### src/rtl/gate_sweep_pkg.sv
// Shared types, op codes and reference functions for the gate truth-table sweeper.
package gate_sweep_pkg;

  typedef enum logic [1:0] {
    IDLE   = 2'd0,
    DRIVE  = 2'd1,
    SAMPLE = 2'd2,
    DONE   = 2'd3
  } state_t;

  localparam logic [2:0] OP_AND  = 3'd0;
  localparam logic [2:0] OP_OR   = 3'd1;
  localparam logic [2:0] OP_NAND = 3'd2;
  localparam logic [2:0] OP_NOR  = 3'd3;
  localparam logic [2:0] OP_XOR  = 3'd4;
  localparam logic [2:0] OP_XNOR = 3'd5;

  localparam int MAX_N = 8;

  function automatic logic op_legal(input logic [2:0] op);
    return (op <= OP_XNOR);
  endfunction

  // Bits at or above n are masked to the identity of each reduction, so a
  // narrow gate can be evaluated through the fixed-width vector.
  function automatic logic ref_eval(input logic [2:0] op,
                                    input logic [MAX_N-1:0] vec,
                                    input int unsigned n);
    logic [MAX_N-1:0] mask;
    logic             r;
    for (int i = 0; i < MAX_N; i++) mask[i] = (i < n);
    case (op)
      OP_AND:  r = &(vec | ~mask);
      OP_OR:   r = |(vec & mask);
      OP_NAND: r = ~&(vec | ~mask);
      OP_NOR:  r = ~|(vec & mask);
      OP_XOR:  r = ^(vec & mask);
      OP_XNOR: r = ~^(vec & mask);
      default: r = 1'b0;
    endcase
    return r;
  endfunction

endpackage

### src/rtl/gate_ref_model.sv
// Combinational N-input reference gate; the golden function a sweep compares against.
module gate_ref_model
  import gate_sweep_pkg::*;
#(
  parameter int N = 2
) (
  input  logic [2:0]   op,
  input  logic [N-1:0] vec,
  output logic         y
);

  logic [MAX_N-1:0] vec_ext;

  always_comb begin
    vec_ext        = '0;
    vec_ext[N-1:0] = vec;
    y              = ref_eval(op, vec_ext, N);
  end

endmodule

### src/rtl/gate_sweep_engine.sv
// Truth-table sweeper: drives every N-bit vector into a gate, samples and scores it.
// Optional feature macro: FIRST_FAIL_CAPTURE_EN (records the first failing vector).
module gate_sweep_engine
  import gate_sweep_pkg::*;
#(
  parameter int N      = 2,
  parameter int SETTLE = 2
) (
  input  logic         clk,
  input  logic         rst,
  input  logic         start,
  input  logic [2:0]   op,
  output logic [N-1:0] gate_in,
  input  logic         gate_out,
  output logic         busy,
  output logic         done,
  output logic         pass,
  output logic [N:0]   err_count,
  output logic [N:0]   vec_count,
  output state_t       state
`ifdef FIRST_FAIL_CAPTURE_EN
  ,
  output logic         first_fail_vld,
  output logic [N-1:0] first_fail_vec
`endif
);

  // Handshake: start is a one-cycle request taken only while busy is low;
  // done/pass/counts are registered, valid together once done is high, and
  // held until the next accepted start or rst.

  localparam int SCW = (SETTLE > 1) ? $clog2(SETTLE) : 1;
  localparam logic [SCW-1:0] SETTLE_LAST = SCW'(SETTLE - 1);
  localparam logic [N-1:0]   VEC_LAST    = '1;

  logic [SCW-1:0] settle_cnt;
  logic [2:0]     op_q;
  logic           exp_bit;
  logic           mismatch;
  logic [N:0]     err_next;

  gate_ref_model #(.N(N)) u_ref (
    .op (op_q),
    .vec(gate_in),
    .y  (exp_bit)
  );

  // Case-equality so an unknown DUT output is scored as a failure.
  assign mismatch = (gate_out !== exp_bit);
  assign err_next = err_count + {{N{1'b0}}, mismatch};

  always_ff @(posedge clk) begin
    if (rst) begin
      state      <= IDLE;
      gate_in    <= '0;
      busy       <= 1'b0;
      done       <= 1'b0;
      pass       <= 1'b0;
      err_count  <= '0;
      vec_count  <= '0;
      settle_cnt <= '0;
      op_q       <= OP_AND;
`ifdef FIRST_FAIL_CAPTURE_EN
      first_fail_vld <= 1'b0;
      first_fail_vec <= '0;
`endif
    end else begin
      case (state)
        IDLE, DONE: begin
          if (start) begin
            op_q       <= op;
            done       <= 1'b0;
            pass       <= 1'b0;
            err_count  <= '0;
            vec_count  <= '0;
            gate_in    <= '0;
            settle_cnt <= '0;
`ifdef FIRST_FAIL_CAPTURE_EN
            first_fail_vld <= 1'b0;
            first_fail_vec <= '0;
`endif
            if (op_legal(op)) begin
              busy  <= 1'b1;
              state <= DRIVE;
            end else begin
              // Nothing meaningful to sweep: report a failed, empty sweep.
              busy  <= 1'b0;
              done  <= 1'b1;
              state <= DONE;
            end
          end
        end
        DRIVE: begin
          if (settle_cnt == SETTLE_LAST) begin
            state <= SAMPLE;
          end else begin
            settle_cnt <= settle_cnt + SCW'(1);
          end
        end
        SAMPLE: begin
          err_count <= err_next;
          vec_count <= vec_count + (N+1)'(1);
`ifdef FIRST_FAIL_CAPTURE_EN
          if (mismatch && !first_fail_vld) begin
            first_fail_vld <= 1'b1;
            first_fail_vec <= gate_in;
          end
`endif
          if (gate_in == VEC_LAST) begin
            busy  <= 1'b0;
            done  <= 1'b1;
            pass  <= (err_next == '0);
            state <= DONE;
          end else begin
            gate_in    <= gate_in + N'(1);
            settle_cnt <= '0;
            state      <= DRIVE;
          end
        end
        default: state <= IDLE;
      endcase
    end
  end

endmodule

### config.mk
export PLATFORM = sky130hd
export DESIGN_NAME = gate_sweep_engine
export DESIGN_NICKNAME = d
export VERILOG_FILES = /design/src/rtl/gate_sweep_pkg.sv /design/src/rtl/gate_ref_model.sv /design/src/rtl/gate_sweep_engine.sv
export SDC_FILE = /design/constraint.sdc
export NUM_CORES = 1
export LEC_CHECK = 0
export ABC_AREA = 1
export CAP_MARGIN = 20
export CORE_UTILIZATION = 55
export CTS_BUF_LIST = sky130_fd_sc_hd__clkbuf_8
export DETAILED_ROUTE_END_ITERATION = 7
export HOLD_SLACK_MARGIN = 0.06
export PLACE_DENSITY = 0.85
export SLEW_MARGIN = 20
export SYNTH_ARGS = -nofsm -noshare
export SYNTH_HDL_FRONTEND = slang
export SYNTH_HIERARCHICAL = 1
export SYNTH_SLANG_ARGS = --single-unit
### constraint.sdc
create_clock -name clk -period 5.85 [get_ports clk]
set_input_delay 1.4625 -clock clk [delete_from_list [all_inputs] [get_ports clk]]
set_output_delay 1.4625 -clock clk [all_outputs]
set_load 0.005 [all_outputs]
==> impl_results.md, run 1 <==
* Worst-Skew Late Latency at 0.25 ns
* Initial antenna violation count at 0
* Multi-input gate area at 488 sq um
* Actual slew at the worst max-slew pin at 0.373 ns
* Async S/R FF share, synth at 0%
* Initial DRC Count at 28
* Reg-to-reg startpoint: gate_in[0]$_SDFFE_PP0P_
* Crit path max fanout at 2
* Worst hold-check path type: reg2reg
* Arr. time, crit path at 2.86 ns
* Synth top area share at 36.4%
* Setup TNS Final at 0 ns
* Die H at 43.2 microns
* Leak pwr at 0.556 nW
* WHS Path Cells at 2
* Hold_ws at 0.465 ns
* Worst EP required at 6.03 ns
* Setup Fix Bufs, Post-CTS at 0
* Initial Util at 60.6%
* HP Start: busy$_SDFFE_PP0P_
* CTS tree: done
* Fmax at 373 MHz
* Die X at 43.2 microns
* Vias per inst at 4.97
* Fin nets at 179
* Residual DRC at 0
* Post-synth EDFFs at 0
* Syn Area/Cell at 6.68 sq um
* Count leader, synth: nand2_1
* Mapped Area at 935 sq um
* Ant diodes at 0
* Slew headroom at 75.0%
* Synth area leader: dfxtp_1
* RSZ-0062 raised after global routing: no
* Area grow syn2layout at 26.9%
* Final hold violations at 0
* CORE AREA at 1540 sq um
* Worst setup path category: in2reg
* Placement Setup Slack at 2.90 ns
* FP Rows at 14
* Vias in the first global route at 803
* Area contributors post-synth: dfxtp_1 36%, nand2_1 15%, ha_1 12%
* Syn nets at 156
* IO Count at 20
* Hold Path End: busy$_SDFFE_PP0P_
* Max-Cap Viols at 0
* VDD IR max at 0.328 mV
* R2r endpoint: pass$_SDFFE_PP0P_
* Overall routing resource usage at 22.6%
* Cells after synthesis at 140
* R2r worst-path depth at 14
* CTS Buf Count at 3
* Register area at 340 sq um
* Vias at 885
* First-pass GRT wire length at 3170 microns
* Die area at 1870 sq um
* H-tree depth at 1
* GP Congestion at 0.807
* DRT Pass-1 Iters at 4
* Largest net degree at the start of global routing at 11
* Period minus WS final at 2.68 ns
* Final WL at 1820 microns
* IO Port Bufs at 19
* WL/cell at 10.2 microns
* Crit end category: flop
* Yosys warning total at 6
* Clk root buf: clkbuf_8
* Synth cell types at 13
* # resized after CTS at 0
* Hold_buf cts at 0
* Layout cell share with drive strength beyond 1 at 3.70%
* DP HPWL at 1360 microns
* Clock sinks at 17
* Seq/Total Area, Yosys at 36.4%
* # setup viols final at 0
* Max Clock Skew at 0.00444 ns
* Final WS setup at 3.17 ns
* Top cells by count, synth: 38 x nand2_1, 27 x inv_1, 17 x dfxtp_1
* Flop-to-flop setup slack at 3.72 ns
* Fin. max-slew vios at 0
* Fillcell total at 126
* Startpoint types: primary input
* CTS Buffer Depth at 2
* Flops & latches, synth at 17
* Synth Flop Type: dfxtp_1
* Status: complete, no violations
* ANT nets after route at 0
* Pwr dens at 420 nW/um^2
* Crit share post-route at 45.8%
* GR Overflow Total at 0
* Clock slew at reported path FFs at 0.07 ns
==> worst max-delay path by stage <==
| stage | start | endpoint | cells after the start |
|---|---|---|---|
| 4_1_cts | gate_out | pass$_SDFFE_PP0P_ | 9 |
| 3_3_place_gp | gate_out | pass$_SDFFE_PP0P_ | 9 |
| 2_1_floorplan | gate_out | pass$_SDFFE_PP0P_ | 8 |
| 6_report | gate_out | pass$_SDFFE_PP0P_ | 9 |
| 5_1_grt | gate_out | pass$_SDFFE_PP0P_ | 9 |
| 3_5_place_dp | gate_out | pass$_SDFFE_PP0P_ | 9 |
==> metal layers <==
layer	GRT usage [%]	vias up	routed length [microns]	part of all wire, %
li1	-	481	-	-
met1	28.8	374	845	46
met2	36.4	25	838	46
met3	3.83	5	103	5.7
met4	10.9	0	35	1.9
met5	0	-	0	0
==> critical path, stage by stage <==
cell,delay [ns]
clkdlybuf4s50_1,0.47
xor2_1,0.15
ha_1,0.18
ha_1,0.24
inv_1,0.06
nand2_1,0.04
nor2_1,0.09
nand3_1,0.07
a21oi_1,0.12
==> state kept, by name (all words and copies together) (netlist names) <==
register	count
err_count	3
op_q	3
vec_count	3
gate_in	2
state	2
busy	1
done	1
pass	1
settle_cnt	1
==> per-stage QoR <==
step,util (%),cell area (sq um),std cells,total power [W]
floorplan,-,935,140,0.000333
detailed placement,73.9,1140,174,0.000411
CTS,76.9,1190,178,0.000500
finish,76.9,1190,178,0.000499
global route,76.9,1190,178,0.000545
global placement,73.9,1140,174,0.000404
==> cells by family (layout without fill, tap and decap cells) <==
logic type                 after synthesis  in the layout  share of synthesized area (%)
xor gates and xnor gates                 1              1                          0.937
and+or+nand+nor                         66             66                           28.6
AOI/OAI and AO/OA                       19             19                           10.6
DFF                                     17             17                           36.4
buffers and inverters                   28             50                           11.4
adders and majority gates                9              9                           12.0
==> where the power goes <==
| part | switching (W) | internal, W | total, W |
|---|---|---|---|
| Combinational | 0.000143 | 0.000103 | 0.000245 |
| Clock | 0.0000398 | 0.0000472 | 0.0000871 |
| Sequential | 0.0000222 | 0.000144 | 0.000166 |
| Total | 0.000205 | 0.000294 | 0.000499 |
==> area by class of cell <==
cell class                 instances  share of cell area, %
inverter                          27                   8.54
multi-input combinational         95                   41.1
sequential                        17                   28.7
clock buffer                       3                   3.48
tap                               16                   1.69
timing repair buffer              19                   16.0
clock inverter                     1                  0.422
==> cells in the final DEF, fill, tap and decap left out <==
master | synthesis | routed
ha_1 | 9 | 9
a21oi_1 | 11 | 11
nand2_1 | 38 | 38
clkbuf_8 | 0 | 3
o21ai_2 | 1 | 1
nand3_1 | 10 | 10
nor2_2 | 1 | 1
clkinv_2 | 0 | 1
xor2_1 | 1 | 1
clkdlybuf4s50_1 | 0 | 19
nand4_1 | 2 | 2
dfxtp_1 | 17 | 17
o21ai_0 | 7 | 7
inv_1 | 27 | 27
nor2_1 | 15 | 15
Note: power is estimated with default switching activity, not from simulation.
==> run 2, diff against run 1 <==
- CORE_UTILIZATION: 55 -> 51
- PLACE_DENSITY: 0.85 -> 0.8
- clock period: 5.85 -> 2.6 ns (I/O delays scaled with it)
==> run 2 against run 1 <==
Against the previous run: register-to-register slack got worse by 3.3 ns; non-clock buffer count did not move; wire length rose by 5.8%; flip-flop and latch count unchanged; first-iteration DRC count decreased by 43%; utilization shrank 7.7 points; sequential share of layout area is 0.24 points lower; critical path type is now reg2reg; critical endpoint unchanged.
==> impl_results.md, run 2 (synthesized netlist as in run 1, its figures left out) <==
* Status: complete, no violations (unchanged)
* Period minus WS final at 2.19 ns
* Fin nets at 179 (unchanged)
* Critical path's top delay family: adder cells (was buffers and inverters)
* Max Clock Skew at 0.00387 ns (was 0.00444 ns)
* # setup viols final at 0 (unchanged)
* Commonest non-fill, non-tap cell in the layout: nand2_1 (unchanged)
* Leak pwr at 0.558 nW (was 0.556 nW)
* IO Count at 20 (unchanged)
* Area grow syn2layout at 28.0% (was 26.9%)
* Arr. time, crit path at 2.37 ns (was 2.86 ns)
* Regs by FF count: err_count (3), op_q (3), vec_count (3) (unchanged)
* Die X at 44.8 microns (was 43.2 microns)
* FP Rows at 15 (was 14)
* Crit end category: flop (unchanged)
* Ant diodes at 0 (unchanged)
* Pwr dens at 936 nW/um^2 (was 420 nW/um^2)
* Fmax at 458 MHz
* VDD IR max at 0.676 mV (was 0.328 mV)
* Layout cell share with drive strength beyond 1 at 3.09% (was 3.70%)
* Max-Cap Viols at 0 (unchanged)
* Worst-Skew Late Latency at 0.25 ns (about the same)
* Hold_ws at 0.477 ns (was 0.465 ns)
* ANT nets after route at 0 (unchanged)
* Vias per inst at 4.92 (was 4.97)
* Worst hold-check path type: reg2reg (unchanged)
* Overall routing resource usage at 22.6% (about the same)
* Worst path max stage delay at 0.41 ns (was 0.47 ns)
* Worst setup path category: reg2reg (was in2reg)
* RSZ-0062 raised after global routing: no (unchanged)
* Die area at 2010 sq um (was 1870 sq um)
* Initial Util at 54.1% (was 60.6%)
* GP Congestion at 0.835 (was 0.807)
* Final WL at 1930 microns (was 1820 microns)
* Clock sinks at 17 (unchanged)
* CTS Buffer Depth at 2 (unchanged)
* Hold_buf cts at 0 (unchanged)
* Slowest cell on the critical path: dfxtp_1 (was clkdlybuf4s50_1)
* Setup TNS Final at 0 ns (unchanged)
* Die H at 44.8 microns (was 43.2 microns)
* CTS Buf Count at 3 (unchanged)
* Residual DRC at 0 (unchanged)
* CORE AREA at 1730 sq um (was 1540 sq um)
* Initial antenna violation count at 0 (unchanged)
* Worst EP required at 2.78 ns (was 6.03 ns)
* DRT Pass-1 Iters at 4 (unchanged)
* Initial DRC Count at 16 (was 28)
* Actual slew at the worst max-slew pin at 0.372 ns (was 0.373 ns)
* Slew headroom at 75.2% (was 75.0%)
* Clk root buf: clkbuf_8 (unchanged)
* Commonest cells after routing, fill and taps aside: 38 x nand2_1, 28 x inv_1, 19 x clkdlybuf4s50_1 (was 38 x nand2_1, 27 x inv_1, 19 x clkdlybuf4s50_1)
* GR Overflow Total at 0 (unchanged)
* Clock slew at reported path FFs at 0.07 ns (about the same)
* Largest net degree at the start of global routing at 11 (unchanged)
* DP HPWL at 1480 microns (was 1360 microns)
* CP cell instances: inv_1 > ha_1 > nand2_1 > nand3_1 > nand3_1 > nand2_1 > xor2_1 > ha_1 > ha_1 > inv_1 > nand2_1 > nor2_1 > nand3_1 > a21oi_1 (was clkdlybuf4s50_1 > xor2_1 > ha_1 > ha_1 > inv_1 > nand2_1 > nor2_1 > nand3_1 > a21oi_1)
* Setup Fix Bufs, Post-CTS at 0 (unchanged)
* First-pass GRT wire length at 3330 microns (was 3170 microns)
* WL/cell at 10.3 microns (was 10.2 microns)
* CTS tree: done (unchanged)
* Worst path bufs/invs at 2 (unchanged)
* Fin. max-slew vios at 0 (unchanged)
* Startpoint types: flop (was primary input)
* # resized after CTS at 0 (unchanged)
* Vias in the first global route at 851 (was 803)
* Crit path max fanout at 5 (was 2)
* IO Port Bufs at 19 (unchanged)
* Vias at 920 (was 885)
* Crit share post-route at 84.1%
* Final hold violations at 0 (unchanged)
* H-tree depth at 1 (unchanged)
## run 2: final timing paths
path         cells after the start               startpoint           endpoint  slack [ns]
max                             14  gate_in[0]$_SDFFE_PP0P_  pass$_SDFFE_PP0P_        0.41
min                              2        busy$_SDFFE_PP0P_  busy$_SDFFE_PP0P_        0.48
max reg2reg                     14  gate_in[0]$_SDFFE_PP0P_  pass$_SDFFE_PP0P_        0.41
min reg2reg                      2        busy$_SDFFE_PP0P_  busy$_SDFFE_PP0P_        0.48
## run 2: area by class of cell
cell class	instances	area, sq um
clock buffer	3	41.3
clock inverter	1	3.75
fill	165	531
inverter	27	101
multi-input combinational	95	488
sequential	17	340
tap	25	31.3
timing repair buffer	19	190
## run 2: per-stage QoR
| stage | util [%] | instances | setup WS [ns] | power, W | instance area (sq um) |
|---|---|---|---|---|---|
| global placement | 66.7 | 183 | 0.504 | 0.000909 | 1150 |
| detailed placement | 66.7 | 183 | 0.403 | 0.000929 | 1150 |
| finish | 69.3 | 187 | 0.415 | 0.00112 | 1200 |
| floorplan | - | 140 | 0.611 | 0.000749 | 935 |
| CTS | 69.3 | 187 | 0.397 | 0.00113 | 1200 |
| global route | 69.3 | 187 | 0.210 | 0.00123 | 1200 |
## run 2: layer usage
metal	up-vias	global-route usage [%]	part of all wire [%]
met4	0	4.24	0.26
met3	2	6.00	4.4
met5	-	0	0
met2	20	40.6	49
met1	421	27.3	46
li1	477	-	-
## run 2: worst min-delay path: cells and delay by family (launching register included)
kind | cells | cell delay, ns
compound gates | 1 | 0.06
simple gates | 1 | 0.06
flops | 1 | 0.31
## run 2: report_power, final
group	total, W	switching [W]	internal (W)
combinational	0.000552	0.000321	0.000231
clock	0.000193	0.0000879	0.000105
sequential	0.000375	0.0000518	0.000324
total	0.00112	0.000461	0.000659
